[config.mk]
export PLATFORM = sky130hd
export DESIGN_NAME = fpu_wb_sched
export DESIGN_NICKNAME = d
export VERILOG_FILES = /design/src/rtl/fpu_sched_pkg.sv /design/src/rtl/fpu_result_mux.sv /design/src/rtl/fpu_wb_sched.sv
export SDC_FILE = /design/constraint.sdc
export NUM_CORES = 1
export LEC_CHECK = 0
export CORE_MARGIN = 1.5
export CORE_UTILIZATION = 44
export CTS_CLUSTER_DIAMETER = 120
export DETAILED_ROUTE_END_ITERATION = 12
export PLACE_DENSITY = 0.83
export SYNTH_ARGS = -nofsm -noshare
export SYNTH_HDL_FRONTEND = slang
export SYNTH_SLANG_ARGS = --single-unit
export TNS_END_PERCENT = 100
[constraint.sdc]
create_clock -name clk -period 4.6 [get_ports clk]
set_input_delay 0.92 -clock clk [delete_from_list [all_inputs] [get_ports clk]]
set_output_delay 0.92 -clock clk [all_outputs]
set_load 0.01 [all_outputs]
[src/rtl/fpu_sched_pkg.sv]
// rtl/fpu_sched_pkg.sv - shared types, slice offsets and latency lookup for the FP writeback scheduler
package fpu_sched_pkg;

    typedef enum logic [2:0] {
        U_FADD   = 3'd0,
        U_FSUB   = 3'd1,
        U_FDIV   = 3'd2,
        U_FSQRT  = 3'd3,
        U_FCVTWS = 3'd4,
        U_FCVTSW = 3'd5,
        U_FMUL   = 3'd6,
        U_RSVD   = 3'd7
    } fpu_unit_t;

    typedef struct packed {
        logic      valid;
        fpu_unit_t unit;
        logic [4:0] rd;
    } resv_t;

    // Per-unit latency table, indexed by unit id (entry 7 unused).
    typedef logic [7:0][3:0] lat_tbl_t;

    localparam int RES_W      = 224;
    localparam int OFF_FADD   = 0;
    localparam int OFF_FSUB   = 32;
    localparam int OFF_FDIV   = 64;
    localparam int OFF_FSQRT  = 96;
    localparam int OFF_FCVTWS = 128;
    localparam int OFF_FCVTSW = 160;
    localparam int OFF_FMUL   = 192;

    function automatic logic [3:0] unit_lat(input fpu_unit_t u, input lat_tbl_t tbl);
        return tbl[u];
    endfunction

endpackage

[src/rtl/fpu_result_mux.sv]
// rtl/fpu_result_mux.sv - selects one unit's 32-bit result from the packed FPU result bus
// Ports: results (packed 224-bit unit results), unit (unit id), data (selected word, 0 for reserved id)
module fpu_result_mux
    import fpu_sched_pkg::*;
(
    input  logic [RES_W-1:0] results,
    input  fpu_unit_t        unit,
    output logic [31:0]      data
);

    always_comb begin
        data = '0;
        case (unit)
            U_FADD:   data = results[OFF_FADD   +: 32];
            U_FSUB:   data = results[OFF_FSUB   +: 32];
            U_FDIV:   data = results[OFF_FDIV   +: 32];
            U_FSQRT:  data = results[OFF_FSQRT  +: 32];
            U_FCVTWS: data = results[OFF_FCVTWS +: 32];
            U_FCVTSW: data = results[OFF_FCVTSW +: 32];
            U_FMUL:   data = results[OFF_FMUL   +: 32];
            default:  data = '0;
        endcase
    end

endmodule

[src/rtl/fpu_wb_sched.sv]
// rtl/fpu_wb_sched.sv - FP issue/writeback scheduler reserving the single FP register writeback slot
// Ports: clk, rstn (async active-low); issue_valid/issue_unit/issue_rd in, issue_ready out;
//        flush; fpu_results (packed unit results); wb_valid/wb_rd/wb_data writeback;
//        pending (per-register outstanding mask); inflight (reservation count)
module fpu_wb_sched
    import fpu_sched_pkg::*;
#(
    parameter int LAT_FADD   = 2,
    parameter int LAT_FSUB   = 2,
    parameter int LAT_FDIV   = 5,
    parameter int LAT_FSQRT  = 4,
    parameter int LAT_FCVTWS = 3,
    parameter int LAT_FCVTSW = 3,
    parameter int LAT_FMUL   = 2,
    parameter int MAX_LAT    = 8
) (
    input  logic              clk,
    input  logic              rstn,
    input  logic              issue_valid,
    input  logic [2:0]        issue_unit,
    input  logic [4:0]        issue_rd,
    output logic              issue_ready,
    input  logic              flush,
    input  logic [RES_W-1:0]  fpu_results,
    output logic              wb_valid,
    output logic [4:0]        wb_rd,
    output logic [31:0]       wb_data,
    output logic [31:0]       pending,
    output logic [3:0]        inflight
);

    if (MAX_LAT < 1 || MAX_LAT > 15 ||
        LAT_FADD   < 1 || LAT_FADD   > MAX_LAT ||
        LAT_FSUB   < 1 || LAT_FSUB   > MAX_LAT ||
        LAT_FDIV   < 1 || LAT_FDIV   > MAX_LAT ||
        LAT_FSQRT  < 1 || LAT_FSQRT  > MAX_LAT ||
        LAT_FCVTWS < 1 || LAT_FCVTWS > MAX_LAT ||
        LAT_FCVTSW < 1 || LAT_FCVTSW > MAX_LAT ||
        LAT_FMUL   < 1 || LAT_FMUL   > MAX_LAT) begin : g_bad_lat
        $error("fpu_wb_sched: every LAT_* must be in 1..MAX_LAT and MAX_LAT in 1..15");
    end

    localparam lat_tbl_t LAT_TBL = {4'd0, 4'(LAT_FMUL), 4'(LAT_FCVTSW), 4'(LAT_FCVTWS),
                                    4'(LAT_FSQRT), 4'(LAT_FDIV), 4'(LAT_FSUB), 4'(LAT_FADD)};

    resv_t      slots_q [MAX_LAT];
    resv_t      slots_d [MAX_LAT];
    fpu_unit_t  unit;
    logic [3:0] lat;
    logic       is_rsvd;
    logic       collide;
    logic       waw;
    logic       accept;
    logic [31:0] mux_data;

    assign unit    = fpu_unit_t'(issue_unit);
    assign lat     = unit_lat(unit, LAT_TBL);
    assign is_rsvd = (unit == U_RSVD);

    // The entry now in slot[lat] shifts into slot[lat-1] at the edge, which is
    // exactly where this op would land; lat == MAX_LAT matches no slot.
    always_comb begin
        collide = 1'b0;
        for (int i = 0; i < MAX_LAT; i++) begin
            if (lat == 4'(i)) collide = slots_q[i].valid;
        end
    end

    always_comb begin
        pending  = '0;
        inflight = '0;
        for (int i = 0; i < MAX_LAT; i++) begin
            if (slots_q[i].valid) begin
                pending[slots_q[i].rd] = 1'b1;
                inflight = inflight + 4'd1;
            end
        end
    end

    assign waw = pending[issue_rd];

    // Reserved id needs no slot, so only flush holds it back; it is then dropped.
    assign issue_ready = !flush && (is_rsvd || (!collide && !waw));
    assign accept      = issue_valid && issue_ready && !is_rsvd;

    always_comb begin
        for (int i = 0; i < MAX_LAT - 1; i++) begin
            slots_d[i] = slots_q[i + 1];
        end
        slots_d[MAX_LAT - 1] = '0;
        if (accept) begin
            for (int i = 0; i < MAX_LAT; i++) begin
                if (lat == 4'(i + 1)) slots_d[i] = '{valid: 1'b1, unit: unit, rd: issue_rd};
            end
        end
        if (flush) begin
            for (int i = 0; i < MAX_LAT; i++) begin
                slots_d[i] = '0;
            end
        end
    end

    always_ff @(posedge clk or negedge rstn) begin
        if (!rstn) begin
            for (int i = 0; i < MAX_LAT; i++) slots_q[i] <= '0;
        end else begin
            for (int i = 0; i < MAX_LAT; i++) slots_q[i] <= slots_d[i];
        end
    end

    fpu_result_mux u_result_mux (
        .results (fpu_results),
        .unit    (slots_q[0].unit),
        .data    (mux_data)
    );

    assign wb_valid = slots_q[0].valid;
    assign wb_rd    = slots_q[0].valid ? slots_q[0].rd : 5'd0;
    assign wb_data  = slots_q[0].valid ? mux_data : 32'd0;

endmodule

==> results.tsv, run 1 <==
metric	value	unit
synth_edf_count	0	
r2r_cells	11	
wl	40800	um
min_path_cells	1	
multi_input_area	5270	um2
routedWlPerCell	28.2	um
synthCells	901	
ir_drop	278	uV
track_usage	45.7	%
period_needed	4.62	ns
hold_viol_final	0	
ctsHoldBuffers	0	
synth_cell_types	77	
cp.required	3.68	ns
dr.pass1.iters	6	
port_buffers	310	
avgSynthCellArea	7.93	um2
syn_area	7140	um2
status	complete, but fails checks	
setup_viol	1	
dp_cells	1430	
first_iter_violations	1420	
cap_violations	0	
worst_slack	-0.0151	ns
antenna_cells	0	
final-seq-area	1600	um2
drive_gt1_share	13.8	%
p_total	1970	uW
dieArea	17000	um2
clkSinkCount	63	
cts_tree	done	
synthToLayoutAreaGrowth	56.5	%
grt_pass1_wl	56900	um
die_h	130	um
yosys_register_bits	63	
ant_nets	0	
min_from	slots_q[61]	
fin_skew	0.00763	ns
arrival	3.70	ns
crit_type	flop to output pin	
violations	negative setup slack	
core	15900	um2
dp_hpwl	31700	um
io_pins	311	
grt_pass1_vias	9155	
fillers	1173	
p_per_area	176	nW/um2
die_x	130	um
min_to	slots_q[70]	
critPathCaptureType	output pin	
rr_startpoint	slots_q[40]	
finalMaxSlewViolations	0	
grt_max_degree	44	
ys.flop_type	dfrtp_1	
r2r-end	slots_q[60]	
drc	0	
max_freq	0.217	GHz
vias_per_cell	6.75	
hold_ws	0.474	ns
cts_buffers	9	
stdcell_count	1450	
slew_headroom	41.6	%
ys_warn_count	0	
leakage	0.00426	uW
clk_latency	0.34	ns
antenna_found_initial	0	
root_buffer	clkbuf_16	
ys_async_sr_fraction	100	%
ys_seq_area_share	22.1	%
r2r_setup_slack	0.71	ns
nets	1471	
vias	9794	
start_kind	flop	
rows	46	
fin_crit_sh	100	%
tightest_slew	0.874	ns
min_path_type	flop to flop	
grt_overflow	0	
clk_pin_slew	0.06	ns
start_util	45.0	%
place_congestion	1.15	
htree_levels	3	
rsz0062_at_grt	yes	
path_max_fanout	9	
fin_util	70.3	%
ctsLongestPathBuffers	2	
critical path, cell delays in order (launching register included):
cell and delay [ns]:
dfrtp_1 0.39, buf_6 0.15, ha_1 0.21, nor2_1 0.13, a21oi_2 0.06, ha_1 0.31, mux2_4 0.31, ha_4 0.25
mux2i_2 0.19, inv_1 0.07, ha_1 0.29, nand2_1 0.09, o21ai_2 0.08, ha_1 0.29, mux2_2 0.26, dlygate4sd2_1 0.28
synth_stat cells, types with 15 or more instances:
cell | n | area share, %
nor2_1 | 108 | 5.7
o22ai_1 | 83 | 7.3
dfrtp_1 | 63 | 22
nand2_1 | 54 | 2.8
a21oi_1 | 53 | 3.7
mux2i_1 | 52 | 7.3
clkbuf_1 | 39 | 2.0
nor2b_1 | 34 | 3.0
nand2b_1 | 33 | 2.9
o21ai_0 | 22 | 1.5
inv_1 | 21 | 1.1
nand3_1 | 20 | 1.4
or4_1 | 19 | 2.0
nand4b_1 | 18 | 2.2
a211oi_1 | 15 | 1.6
placed cells by master (no fill, tap or decap), drive strengths merged, types with 12 or more instances in the layout:
cell           Yosys  final
a21oi             53     53
a22oi             14     14
mux2i             52     52
or4               21     21
nand2             54     54
o21ai             23     23
o22ai             83     83
buf               33     73
nand4b            19     19
nor2             108    108
nand3             20     20
mux4              12     12
a211oi            16     16
inv               21     22
dfrtp             63     63
nor2b             34     34
nand4             13     13
mux2              16     16
clkdlybuf4s50      0    305
nand2b            33     33
clkbuf            40     13
kinds of logic after synthesis:
logic type	count (synthesis)	share of synthesized area, %
AOI/OAI and AO/OA	256	23.9
xor gates and xnor gates	11	1.35
adders and majority gates	6	1.05
buffers and inverters	95	6.20
DFF	63	22.1
muxes	80	13.7
other	1	0.0525
and+or+nand+nor	389	31.6
registers in the layout, indices dropped and copies added, names as in the netlist:
signal    cells
slots_q      62
wb_valid      1
per-layer routing:
metal	share of wire [%]	routed length (um)	track usage [%]
met5	0.066	27	0
met4	6.2	2520	23.3
met3	16	6390	17.2
met2	41	16900	65.0
met1	37	15000	60.5
what timing repair did:
| action | in CTS | in global routing |
|---|---|---|
| buffers inserted | 1 | 3 |
| endpoints found under the setup margin | 4 | 4 |
| gates resized for setup | 18 | 22 |
| cloned | 0 | 0 |
| pin swaps | 1 | 3 |
worst max-delay path by stage:
| stage | startpoint | to | cells after the start |
|---|---|---|---|
| 6_report | slots_q[62] | inflight[1] | 15 |
| 5_1_grt | slots_q[62] | inflight[1] | 15 |
| 2_1_floorplan | wb_valid | inflight[1] | 14 |
| 3_5_place_dp | issue_rd[1] | issue_ready | 11 |
| 3_3_place_gp | issue_rd[1] | issue_ready | 11 |
| 4_1_cts | wb_valid | issue_ready | 11 |
per-stage QoR:
| step | cell area [um2] | setup slack [ns] | TNS (ns) |
|---|---|---|---|
| floorplan | 7170 | 0.378 | 0 |
| global placement | 10700 | -0.0285 | -0.0285 |
| detailed placement | 10700 | -0.0960 | -0.0960 |
| CTS | 11100 | -0.0504 | -0.0956 |
| global route | 11200 | -0.146 | -0.149 |
| finish | 11200 | -0.0151 | -0.0151 |
power by group:
group | internal (uW) | total (uW) | switching, uW | leakage, uW
clock | 450 | 712 | 262 | 0.000145
combinational | 352 | 641 | 290 | 0.00330
sequential | 575 | 615 | 39.1 | 0.000819
total | 1380 | 1970 | 591 | 0.00426
cell type report:
| type | instances | area share [%] |
|---|---|---|
| multi-input cells | 751 | 47.2 |
| repair buffers | 382 | 32.6 |
| flip-flops and latches | 63 | 14.3 |
| well taps | 216 | 2.42 |
| clock buffers | 12 | 2.30 |
| inverters | 22 | 0.739 |
| clock inverters | 4 | 0.481 |
No activity file was read; power rests on OpenSTA's default activity.
==> inputs of run 2 (changes only) <==
- ABC_CLOCK_PERIOD_IN_PS: unset -> 4600
- TNS_END_PERCENT: 100 -> 10
==> run 2 against run 1 <==
- the flow still finishes with violations (negative setup slack)
- critical path depth unchanged
- count of clock-buffer cells in the layout unchanged
- maximum frequency down 0.41%
- first-iteration DRC count up 11%
==> results.tsv, run 2 (synthesis results as in run 1) <==
metric	value	unit	change
root_buffer	clkbuf_16		
slew_headroom	39.2	%	-2.4 points
stdcell_count	1449		-0.069%
hold_viol_final	0		unchanged
max_flop_register	slots_q		
fin_skew	0.00933	ns	+0.00170 ns
leakage	0.00426	uW	about the same
crit_type	flop to output pin		
clk_pin_slew	0.06	ns	about the same
cts_tree	done		
vias	9823		+0.30%
rows	46		unchanged
die_h	130	um	unchanged
grt_pass1_vias	9144		-0.12%
critPathCaptureType	output pin		
min_path_type	flop to flop		
core	15900	um2	unchanged
antenna_found_initial	0		unchanged
rsz0062_at_grt	yes		
finalMaxSlewViolations	0		unchanged
track_usage	45.5	%	-0.24 points
final_cell_mix	clkdlybuf4s50_1, nor2_1, o22ai_1, buf_4, nand2_1		
layout_commonest_cell	clkdlybuf4s50_1		
vias_per_cell	6.78		+0.37%
final-seq-area	1600	um2	unchanged
first_iter_violations	1579		+11%
clkSinkCount	63		unchanged
worst_slack	-0.0341	ns	-0.0190 ns
place_congestion	1.15		unchanged
ir_drop	284	uV	+2.3%
cp.required	3.68	ns	about the same
port_buffers	310		unchanged
cts_buffers	9		unchanged
drive_gt1_share	13.4	%	-0.39 points
fin_crit_sh	101	%	+0.41 points
ctsLongestPathBuffers	2		unchanged
synthToLayoutAreaGrowth	56.2	%	
start_kind	flop		
cap_violations	0		unchanged
max_freq	0.216	GHz	-0.41%
violations	negative setup slack		
drc	0		unchanged
fillers	1186		+1.1%
p_per_area	176	nW/um2	about the same
path_max_fanout	9		unchanged
multi_input_area	5260	um2	-0.28%
die_x	130	um	unchanged
setup_viol	2		+1
htree_levels	3		unchanged
dieArea	17000	um2	unchanged
grt_overflow	0		unchanged
antenna_cells	0		unchanged
hold_ws	0.476	ns	+0.00188 ns
grt_pass1_wl	56800	um	-0.21%
wl	40900	um	+0.20%
grt_max_degree	44		unchanged
dp_hpwl	31700	um	unchanged
arrival	3.71	ns	about the same
nets	1470		-0.068%
r2r_setup_slack	0.65	ns	-0.06 ns
clk_latency	0.34	ns	about the same
io_pins	311		unchanged
status	complete, but fails checks		
start_util	45.0	%	unchanged
period_needed	4.63	ns	+0.0190 ns
dr.pass1.iters	8		+2
largest_reg_flops	62		unchanged
routedWlPerCell	28.2	um	+0.27%
dp_cells	1430		unchanged
tightest_slew	0.911	ns	+0.0366 ns
ant_nets	0		unchanged
## run 2: layer usage
layer	up-vias	global-route usage, %	wire, um
li1	4078	-	-
met1	4584	59.7	15000
met2	942	65.8	16900
met3	219	16.5	6450
met4	0	22.8	2550
met5	-	0	0
## run 2: area by class of cell
cell class	count	area share [%]
Clock inverter	4	0.482
Tap cell	216	2.42
Inverter	22	0.740
Multi-Input combinational cell	751	47.1
Clock buffer	12	2.30
Timing Repair Buffer	381	32.6
Sequential cell	63	14.3
## run 2: worst max-delay path: stages, from the launching register on
cell and delay [ns]:
dfrtp_1 0.40, buf_6 0.15, ha_1 0.20, nor2_1 0.14, a21oi_1 0.08, ha_1 0.31
mux2_4 0.31, ha_4 0.26, mux2i_2 0.18, inv_1 0.08, ha_1 0.29, nand2_1 0.09
o21ai_2 0.07, ha_1 0.29, mux2_2 0.26, dlygate4sd2_1 0.28
## run 2: what timing repair did
action,4_1_cts,5_1_grt
pin swaps,0,3
hold buffers,0,0
gates resized for setup,14,20
buffers inserted,0,3
setup endpoints to repair,4,4
## run 2: per-stage QoR
| stage | total power [uW] | TNS [ns] | area [um2] | setup slack [ns] | utilization [%] |
|---|---|---|---|---|---|
| final | 1970 | -0.0586 | 11200 | -0.0341 | 70.2 |
| after global routing | 2010 | -0.256 | 11200 | -0.148 | 70.2 |
| after detailed placement | 1220 | -0.0960 | 10700 | -0.0960 | 67.4 |
| after global placement | 1200 | -0.0285 | 10700 | -0.0285 | 67.4 |
| after floorplan | 852 | 0 | 7170 | 0.378 | - |
| after CTS | 1930 | -0.178 | 11100 | -0.131 | 69.6 |
## run 2: report_power, final
part / switching [uW] / internal, uW
Combinational: 288 / 350
Clock: 263 / 450
Sequential: 38.9 / 575
## run 2: path summary, 6_finish.rpt
kind | startpoint | endpoint | cells after the start
max | slots_q[62] | inflight[1] | 15
min | slots_q[61] | slots_q[70] | 1
max reg2reg | slots_q[40] | slots_q[60] | 11
min reg2reg | slots_q[61] | slots_q[70] | 1
max in group asynchronous | rstn | slots_q[31] | 2
min in group asynchronous | rstn | slots_q[13] | 1
